===== config.mk =====
export PLATFORM = sky130hd
export DESIGN_NAME = rv32imf_fp_normalize
export DESIGN_NICKNAME = d
export VERILOG_FILES = /design/src/rtl/rv32imf_pkg.sv /design/src/rtl/rv32imf_ff_one.sv /design/src/rtl/rv32imf_fp_normalize.sv
export SDC_FILE = /design/constraint.sdc
export NUM_CORES = 1
export LEC_CHECK = 0
export ABC_CLOCK_PERIOD_IN_PS = 10800
export CAP_MARGIN = 20
export CORE_MARGIN = 2
export CORE_UTILIZATION = 55
export CTS_BUF_LIST = sky130_fd_sc_hd__clkbuf_8
export DETAILED_ROUTE_END_ITERATION = 8
export MAX_ROUTING_LAYER = met4
export PLACE_DENSITY_LB_ADDON = 0.3
export SYNTH_ARGS = -nofsm -noshare
export SYNTH_HDL_FRONTEND = slang
export SYNTH_SLANG_ARGS = --single-unit

===== constraint.sdc =====
create_clock -name clk_i -period 10.8 [get_ports clk_i]
set_input_delay 2.16 -clock clk_i [delete_from_list [all_inputs] [get_ports clk_i]]
set_output_delay 2.16 -clock clk_i [all_outputs]
set_load 0.01 [all_outputs]

===== src/rtl/rv32imf_pkg.sv =====
// Shared constants and payload type for the rv32imf floating-point datapath.
package rv32imf_pkg;

    localparam int unsigned MANT_W_DEF = 48;
    localparam int unsigned EXP_W_DEF  = 10;

    typedef struct packed {
        logic                        sign;
        logic signed [EXP_W_DEF-1:0] exp;
        logic [MANT_W_DEF-1:0]       mant;
        logic                        sticky;
    } fp_norm_t;

endpackage


===== src/rtl/rv32imf_ff_one.sv =====
// Find-first-one: index of the least significant set bit, plus an all-zero flag.
module rv32imf_ff_one #(
    parameter  int unsigned LEN   = 48,
    localparam int unsigned IDX_W = (LEN > 1) ? $clog2(LEN) : 1
) (
    input  logic [LEN-1:0]   i_vec,
    output logic [IDX_W-1:0] o_index,
    output logic             o_no_ones
);

    // Scanning downward lets the lowest set bit win.
    always_comb begin
        o_index = '0;
        for (int i = int'(LEN) - 1; i >= 0; i--) begin
            if (i_vec[i]) o_index = IDX_W'(i);
        end
    end

    assign o_no_ones = ~|i_vec;

endmodule


===== src/rtl/rv32imf_fp_normalize.sv =====
// Two-stage normalizer: S1 registers the operand and its leading-zero count,
// S2 registers the left-shifted mantissa with denormal clamping of the exponent.
module rv32imf_fp_normalize
    import rv32imf_pkg::*;
#(
    parameter int unsigned MANT_W = MANT_W_DEF,
    parameter int unsigned EXP_W  = EXP_W_DEF
) (
    input  logic                    clk_i,
    input  logic                    rst_i,
    input  logic                    flush_i,
    input  logic                    in_valid_i,
    output logic                    in_ready_o,
    input  logic                    in_sign_i,
    input  logic signed [EXP_W-1:0] in_exp_i,
    input  logic [MANT_W-1:0]       in_mant_i,
    input  logic                    in_sticky_i,
    output logic                    out_valid_o,
    input  logic                    out_ready_i,
    output logic                    out_sign_o,
    output logic signed [EXP_W-1:0] out_exp_o,
    output logic [MANT_W-1:0]       out_mant_o,
    output logic                    out_sticky_o,
    output logic                    out_zero_o
);

    localparam int unsigned LZC_W = (MANT_W > 1) ? $clog2(MANT_W) : 1;

    logic                    r_s1_valid;
    logic                    r_s1_sign;
    logic signed [EXP_W-1:0] r_s1_exp;
    logic [MANT_W-1:0]       r_s1_mant;
    logic                    r_s1_sticky;
    logic [LZC_W-1:0]        r_s1_lzc;
    logic                    r_s1_zero;

    logic                    r_s2_valid;
    logic                    r_s2_sign;
    logic signed [EXP_W-1:0] r_s2_exp;
    logic [MANT_W-1:0]       r_s2_mant;
    logic                    r_s2_sticky;
    logic                    r_s2_zero;

    logic                    w_s1_en;
    logic                    w_s2_en;
    logic [MANT_W-1:0]       w_mant_rev;
    logic [LZC_W-1:0]        w_lzc;
    logic                    w_no_ones;
    logic signed [EXP_W:0]   w_exp_ext;
    logic signed [EXP_W:0]   w_lzc_ext;
    logic signed [EXP_W:0]   w_diff;
    logic signed [EXP_W:0]   w_exp_m1;
    logic [LZC_W-1:0]        w_shift;
    logic signed [EXP_W-1:0] w_exp_nxt;

    assign w_s2_en    = ~r_s2_valid | out_ready_i;
    assign w_s1_en    = ~r_s1_valid | w_s2_en;
    assign in_ready_o = w_s1_en;

    // Lowest set bit of the reversed mantissa is the leading-zero count.
    always_comb begin
        w_mant_rev = '0;
        for (int i = 0; i < int'(MANT_W); i++) begin
            w_mant_rev[i] = in_mant_i[int'(MANT_W) - 1 - i];
        end
    end

    rv32imf_ff_one #(
        .LEN (MANT_W)
    ) u_ff_one (
        .i_vec     (w_mant_rev),
        .o_index   (w_lzc),
        .o_no_ones (w_no_ones)
    );

    always_ff @(posedge clk_i or posedge rst_i) begin
        if (rst_i) begin
            r_s1_valid  <= 1'b0;
            r_s1_sign   <= 1'b0;
            r_s1_exp    <= '0;
            r_s1_mant   <= '0;
            r_s1_sticky <= 1'b0;
            r_s1_lzc    <= '0;
            r_s1_zero   <= 1'b0;
        end else begin
            if (flush_i) begin
                r_s1_valid <= 1'b0;
            end else if (w_s1_en) begin
                r_s1_valid <= in_valid_i;
            end
            if (w_s1_en && in_valid_i) begin
                r_s1_sign   <= in_sign_i;
                r_s1_exp    <= in_exp_i;
                r_s1_mant   <= in_mant_i;
                r_s1_sticky <= in_sticky_i;
                r_s1_lzc    <= w_lzc;
                r_s1_zero   <= w_no_ones;
            end
        end
    end

    // One extra exponent bit keeps exp - lzc and exp - 1 from wrapping.
    assign w_exp_ext = {r_s1_exp[EXP_W-1], r_s1_exp};
    assign w_lzc_ext = {{(EXP_W + 1 - LZC_W){1'b0}}, r_s1_lzc};
    assign w_diff    = w_exp_ext - w_lzc_ext;
    assign w_exp_m1  = w_exp_ext - (EXP_W + 1)'(1);

    // Full normalization when the exponent allows it, otherwise clamp to denormal.
    always_comb begin
        w_shift   = '0;
        w_exp_nxt = '0;
        if (r_s1_zero) begin
            w_shift   = '0;
            w_exp_nxt = '0;
        end else if (!w_diff[EXP_W] && (|w_diff)) begin
            w_shift   = r_s1_lzc;
            w_exp_nxt = EXP_W'(w_diff);
        end else if (!r_s1_exp[EXP_W-1] && (|r_s1_exp)) begin
            w_shift   = LZC_W'(w_exp_m1);
        end
    end

    always_ff @(posedge clk_i or posedge rst_i) begin
        if (rst_i) begin
            r_s2_valid  <= 1'b0;
            r_s2_sign   <= 1'b0;
            r_s2_exp    <= '0;
            r_s2_mant   <= '0;
            r_s2_sticky <= 1'b0;
            r_s2_zero   <= 1'b0;
        end else begin
            if (flush_i) begin
                r_s2_valid <= 1'b0;
            end else if (w_s2_en) begin
                r_s2_valid <= r_s1_valid;
            end
            if (w_s2_en && r_s1_valid) begin
                r_s2_sign   <= r_s1_sign;
                r_s2_exp    <= w_exp_nxt;
                r_s2_mant   <= r_s1_mant << w_shift;
                r_s2_sticky <= r_s1_sticky;
                r_s2_zero   <= r_s1_zero;
            end
        end
    end

    assign out_valid_o  = r_s2_valid;
    assign out_sign_o   = r_s2_sign;
    assign out_exp_o    = r_s2_exp;
    assign out_mant_o   = r_s2_mant;
    assign out_sticky_o = r_s2_sticky;
    assign out_zero_o   = r_s2_zero;

endmodule

==> results.md, run 1 <==
* Pwr Density at 175.8 nW/um2
* CTS tree: built
* Post-synth EDFFs at 0
* Port-buffer cells at roughly 130
* Clock power share at 22.6%
* Wire length on met1 at 12.84 mm
* Initial antenna violation count at 0
* Yosys cell types at 98
* Critical Path Fanout Max at 5
* H-tree levels at 4
* Status: finished, final reports clean
* Sequential share of power at 34.4%
* Setup Buffers After CTS at 0
* Core Util, Final at 66.25%
* CP endpoint kind: output pin
* Dominant synthesized flop cell: dfrtp_1
* Final WL at 28.03 mm
* Worst skew pair latency at 460 ps
* Final antenna-violating net count at 0
* Via count of the first global-routing pass at 8280
* Synthesized area per cell at 8.481 um2
* Final setup vio count at 0
* Gr ovfl total at 0
* Post-cts resize count at 0
* Final Skew at 8.607 ps
* Root Driver: clkbuf_8
* Met2 WL at 12.27 mm
* RSZ-0062 raised after global routing: no
* Post-Syn Area at 9091 um2
* Min cycle time layout at 5635 ps
* Nets at between 1000 and 1500
* WHS at 479.9 ps
* Largest net degree at the start of global routing at slightly above 70
* Die extent in x at ~130 um
* Clock sink count at 130
* Synth warn at 0
* Fin. max-slew vios at 0
* Final setup TNS at 0 ps
* GP Congestion at 1.003
* Die footprint at 17570 um2
* Async set or reset register ratio after synthesis at 100.0%
* Post-route DRC at 0
* CP startpoint kind: input port
* Max-Cap Viols at 0
* # rows at 47
* Filler cells at 1400
* DR WL met3 at 2.116 mm
* Routed WL per cell at 20.06 um
* Hold_buf cts at 0
* Cell-internal power at about 1200 uW
* Worst Hold Class: reg -> reg
* Net Sw Frac at 37.88%
* CP required at 8640 ps
* Switching Power at 721.0 uW
* Post-Syn Instances at 1072
* Initial core utilization at 55.61%
* Gr usage total at 33.05%
* First-pass GRT wire length at 44.77 mm
* Vias at between 8000 and 9000
* Area grow syn2layout at 19.13%
* Clock transition at path regs at 70 ps
* Core Box Area at approximately 16000 um2
* Total CTS buffers at 17
* Crit Path Class: in -> out
* Antenna diodes at 0
* Mapped Nets at 1145
* Maximum buffer depth of the clock tree at 2
* Initial DRC count at roughly 1100
* Worst vdd ir at ~87 uV
* Share of cells above drive strength 1 at 8.156%
* DR pass1 iterations at 5
* Num ports at about 130
* Routed vias/inst at 6.401
* HPWL after detailed placement at 20.78 mm
* Gate power share at 43.0%
* CP arrival at 3480 ps
* Worst-Margin Slew at 1061 ps
* Fin crit share at 52.18%
* DR top layer: met4
* Final-report hold violation count at 0
* Max Fclk at 177.5 MHz
* Flops & latches, synth at 130
* LEAKAGE at 0.004817 uW
* Sequential cell area fraction in the yosys report at 35.78%
* Slew margin rel. at 29.12%
* Die height at 132.6 um
[logic make-up (layout without fill, tap and decap cells)]
kind of cell	Yosys count	count (layout)	share of synthesized area [%]
AO/OA/AOI/OAI	313	313	25.94
XOR/XNOR	4	4	0.3854
adder cells (fa/ha/maj)	8	8	1.184
buffers and inverters	90	195	4.445
flip-flops	130	130	35.78
multiplexers	94	94	11.11
AND/OR/NAND/NOR	433	433	21.15
[layer usage]
layer,up-vias,global-route usage [%]
met5,-,-
met4,0,12.60
met3,60,6.130
met2,436,46.55
met1,4291,47.35
li1,4155,-
[critical path, stage by stage]
cell and delay, ps:
clkdlybuf4s50_1 400, nor2b_1 270, nand2_1 150, clkdlybuf4s50_1 500
[final timing paths]
check / from / end / slack [ps] / cells after the start
min: out_mant_o[5]$_DFFE_PP0P_ / out_mant_o[5]$_DFFE_PP0P_ / 480 / 2
min in group asynchronous: rst_i / out_sticky_o$_DFFE_PP0P_ / 2230 / 2
max: out_ready_i / in_ready_o / 5160 / 4
min reg2reg: out_mant_o[5]$_DFFE_PP0P_ / out_mant_o[5]$_DFFE_PP0P_ / 480 / 2
max reg2reg: r_s1_exp[0]$_DFFE_PP0P_ / out_mant_o[41]$_DFFE_PP0P_ / 5610 / 15
max in group asynchronous: rst_i / r_s1_mant[11]$_DFFE_PP0P_ / 7290 / 3
[layout by cell type (no fill, tap or decap), types with 5 or more instances in the layout]
master / count
o31ai_1: 11
clkbuf_8: 19
mux2_2: 14
a32o_1: 6
nor2_1: 64
nor2b_1: 6
a221oi_1: 7
a22oi_1: 9
mux2i_1: 75
o21ai_0: 61
clkdlybuf4s50_1: 127
nor3_1: 14
a211o_1: 9
and3_1: 8
a221o_1: 9
a32oi_1: 6
o221ai_1: 11
inv_1: 28
buf_4: 10
o211ai_1: 23
o211a_1: 6
nor4_1: 15
ha_1: 7
a21oi_1: 38
a21o_1: 7
nand2_1: 252
dfrtp_1: 130
nand3_1: 29
a211oi_1: 20
a31oi_1: 7
a22o_1: 10
o2111ai_1: 5
and2_1: 11
o22ai_1: 13
[power groups by stage]
stage	Clock [uW]	Combinational, uW	Sequential [uW]
after floorplan	0	463	676
after global placement	0	792	660
after detailed placement	0	800	662
after CTS	433	803	653
after global routing	456	878	665
final	430	819	655
[state kept, by name, summed over array words and instances (netlist names), 6 cells and up]
| signal | count |
|---|---|
| r_s1_lzc | 6 |
| r_s1_mant | 48 |
| out_exp_o | 10 |
| out_mant_o | 48 |
| r_s1_exp | 10 |
[synthesized netlist by cell type, drive strengths merged (20+ instances only)]
cell type	count	area (um2)
a211oi	20	150.1
a21oi	41	224.0
buf	35	197.7
clkbuf	29	108.9
dfrtp	130	3253
inv	26	97.59
mux2i	75	750.7
nand2	254	960.9
nand3	30	162.7
nor2	66	255.2
o211ai	24	193.9
o21ai	66	349.1
[metrics by stage]
stage | std cells | area [um2] | setup slack [ps] | power, uW
after detailed placement | 1365 | 10430 | 5164 | 1462
after global placement | 1365 | 10430 | 5221 | 1452
after global routing | 1397 | 10830 | 5067 | 1999
after CTS | 1397 | 10830 | 5158 | 1889
final | 1397 | 10830 | 5165 | 1903
after floorplan | 1072 | 9091 | 5171 | 1139
[layout make-up]
type	count	area [um2]	share of cell area, %
well taps	220	275.3	2.542
clock inverters	13	143.9	1.329
repair buffers	137	1346	12.43
multi-input cells	852	5450	50.32
inverters	26	100.1	0.9242
clock buffers	19	261.5	2.415
flip-flops and latches	130	3253	30.04
Power figures use the tool's default switching activity.
==> run 2, diff against run 1 <==
--- a/config.mk
+++ b/config.mk
@@ -5,10 +5,10 @@
 export SDC_FILE = /design/constraint.sdc
 export NUM_CORES = 1
 export LEC_CHECK = 0
-export ABC_CLOCK_PERIOD_IN_PS = 10800
+export ABC_CLOCK_PERIOD_IN_PS = 5160
 export CAP_MARGIN = 20
 export CORE_MARGIN = 2
-export CORE_UTILIZATION = 55
+export CORE_UTILIZATION = 52
 export CTS_BUF_LIST = sky130_fd_sc_hd__clkbuf_8
 export DETAILED_ROUTE_END_ITERATION = 8
 export MAX_ROUTING_LAYER = met4
==> constraint.sdc (replaced) <==
create_clock -name clk_i -period 5.16 [get_ports clk_i]
set_input_delay 1.032 -clock clk_i [delete_from_list [all_inputs] [get_ports clk_i]]
set_output_delay 1.032 -clock clk_i [all_outputs]
set_load 0.01 [all_outputs]
==> results.md, run 2 (synthesized netlist as in run 1, its figures left out) <==
* H-tree levels at 4 (unchanged)
* CP required at 5490 ps (-3150 ps)
* Worst Hold Class: reg -> reg
* Initial antenna violation count at 0 (unchanged)
* HPWL after detailed placement at 23.46 mm (+13%)
* Num ports at 128 (unchanged)
* Crit Path Class: reg -> reg
* Vias at 9171 (+2.6%)
* RSZ-0062 raised after global routing: no
* Worst-Margin Slew at 789.7 ps (-271.0 ps)
* Root Driver: clkbuf_8
* Final setup vio count at 0 (unchanged)
* LEAKAGE at 0.005020 uW (+4.2%)
* Met2 Use GR at 50.89% (+4.3 points)
* RR Endpoint: out_mant_o[41]$_DFFE_PP0P_
* Final antenna-violating net count at 0 (unchanged)
* GR Util met3 at 4.661% (-1.5 points)
* Routed WL per cell at 21.36 um (+6.5%)
* Setup ws final at 475.7 ps (-4689 ps)
* Die extent in x at 136.2 um (+2.8%)
* First-pass GRT wire length at 48.47 mm (+8.2%)
* Initial core utilization at 52.93% (-2.7 points)
* Post-Place Worst Slack at 540.3 ps (-4624 ps)
* Final setup TNS at 0 ps (unchanged)
* Reg2reg path depth at 16 (+1)
* Final-report hold violation count at 0 (unchanged)
* Nets at 1275 (+3.1%)
* Final Skew at 9.966 ps (+1.359 ps)
* Post-route DRC at 0 (unchanged)
* # rows at 48 (+2.1%)
* Clock transition at path regs at 80 ps (about the same)
* Die footprint at 18560 um2 (+5.6%)
* CP endpoint kind: register
* Gr ovfl total at 0 (unchanged)
* CP arrival at 5010 ps (+1530 ps)
* Hold_buf cts at 0 (unchanged)
* Post-Layout Cell Count at 1440 (+3.1%)
* Antenna diodes at 0 (unchanged)
* Number of instances in the placed design at 1407 (+3.1%)
* Reg-to-reg critical path startpoint: r_s1_exp[0]$_DFFE_PP0P_
* Maximum buffer depth of the clock tree at 2 (unchanged)
* Via count of the first global-routing pass at 8531 (+3.0%)
* Min cycle time layout at 4684 ps
* Die height at 136.2 um (+2.8%)
* Fin. max-slew vios at 0 (unchanged)
* Status: finished, final reports clean
* Largest net degree at the start of global routing at 71 (-1.4%)
* Worst skew pair latency at 460 ps (about the same)
* Final WL at 30.76 mm (+9.8%)
* Max Fclk at 213.5 MHz
* Critical Path Fanout Max at 11 (+6)
* GP Congestion at 1.035 (+3.1%)
* Initial DRC count at 992 (-14%)
* Routing usage on met1 at 50.48% (+3.1 points)
* Pwr Density at 366.5 nW/um2 (+110%)
* Core Box Area at 17180 um2 (+5.1%)
* Clock sink count at 130 (unchanged)
* Fin crit share at between 90% and 100%
* Commonest non-fill, non-tap cell in the layout: nand2_1
* Total CTS buffers at 17 (unchanged)
* Setup Buffers After CTS at 0 (unchanged)
* Routed vias/inst at 6.369 (-0.50%)
* Area grow syn2layout at 23.12%
* Setup crit start: r_s1_exp[0]$_DFFE_PP0P_
* Share of cells above drive strength 1 at 11.19% (+3.0 points)
* Max-Cap Viols at 0 (unchanged)
* Critical Path End: out_mant_o[41]$_DFFE_PP0P_
* Port-buffer cells at 127 (unchanged)
* GRT busiest layer: met2
* CP startpoint kind: register
* Worst vdd ir at 194.5 uV (+120%)
* Commonest non-fill, non-tap cells in the layout: nand2_1 (252), dfrtp_1 (130), clkdlybuf4s50_1 (127)
* Gr usage total at 35.06% (+2.0 points)
* CTS tree: built
* Setup slack, reg-to-reg at 480 ps (-5130 ps)
* Slew margin rel. at 47.23% (+18 points)
* DR pass1 iterations at 6 (+1)
* Post-cts resize count at 0 (unchanged)
[run 2: critical path, cell delays in order (launching register included)]
cell      delay [ps]
dfrtp_1          400
inv_1            130
ha_1             200
inv_1             60
fa_1             420
a21o_1           210
a211o_1          340
a221oi_4         310
and3_2           280
a21boi_2         130
o21ai_4          390
buf_4            290
mux2i_1          330
mux2i_1          230
o22ai_1          230
a211oi_1          80
or4b_1           520
[run 2: layout make-up]
type / count / area, um2
Sequential cell: 130 / 3253
Inverter: 26 / 100.1
Timing Repair Buffer: 175 / 1707
Multi-Input combinational cell: 852 / 5450
Clock buffer: 17 / 234.0
Clock inverter: 15 / 167.7
Fill cell: 1553 / 5983
Tap cell: 225 / 281.5
[run 2: where the power goes]
group	switching (uW)	leakage, uW	total, uW	internal [uW]
clock network	429	0.000203	902	473
logic	989	0.00318	1820	832
registers	163	0.00163	1380	1210
[run 2: routing by layer]
layer | routed length, um | vias to the layer above
met4 | 912 | 0
met5 | 0 | -
met3 | 2428 | 64
li1 | - | 4231
met1 | 14080 | 4349
met2 | 13340 | 527
[run 2: worst min-delay path by stage]
stage | start | end | slack [ps] | cells after the start
after floorplan | r_s1_sign$_DFFE_PP0P_ | out_sign_o$_DFFE_PP0P_ | 440 | 2
after global placement | out_mant_o[4]$_DFFE_PP0P_ | out_mant_o[4]$_DFFE_PP0P_ | 460 | 2
after detailed placement | out_sticky_o$_DFFE_PP0P_ | out_sticky_o$_DFFE_PP0P_ | 470 | 2
after CTS | out_mant_o[6]$_DFFE_PP0P_ | out_mant_o[6]$_DFFE_PP0P_ | 490 | 2
after global routing | out_mant_o[5]$_DFFE_PP0P_ | out_mant_o[5]$_DFFE_PP0P_ | 500 | 2
final | out_exp_o[0]$_DFFE_PP0P_ | out_exp_o[0]$_DFFE_PP0P_ | 480 | 2
[run 2: per-stage QoR]
| step | power, uW | area [um2] | utilization, % | hold slack, ps |
|---|---|---|---|---|
| floorplan | 2385 | 9091 | - | 438.6 |
| global placement | 3157 | 10770 | 62.71 | 461.4 |
| detailed placement | 3174 | 10770 | 62.71 | 466.9 |
| CTS | 4076 | 11170 | 65.05 | 487.7 |
| global route | 4309 | 11190 | 65.17 | 504.9 |
| finish | 4102 | 11190 | 65.17 | 481.8 |
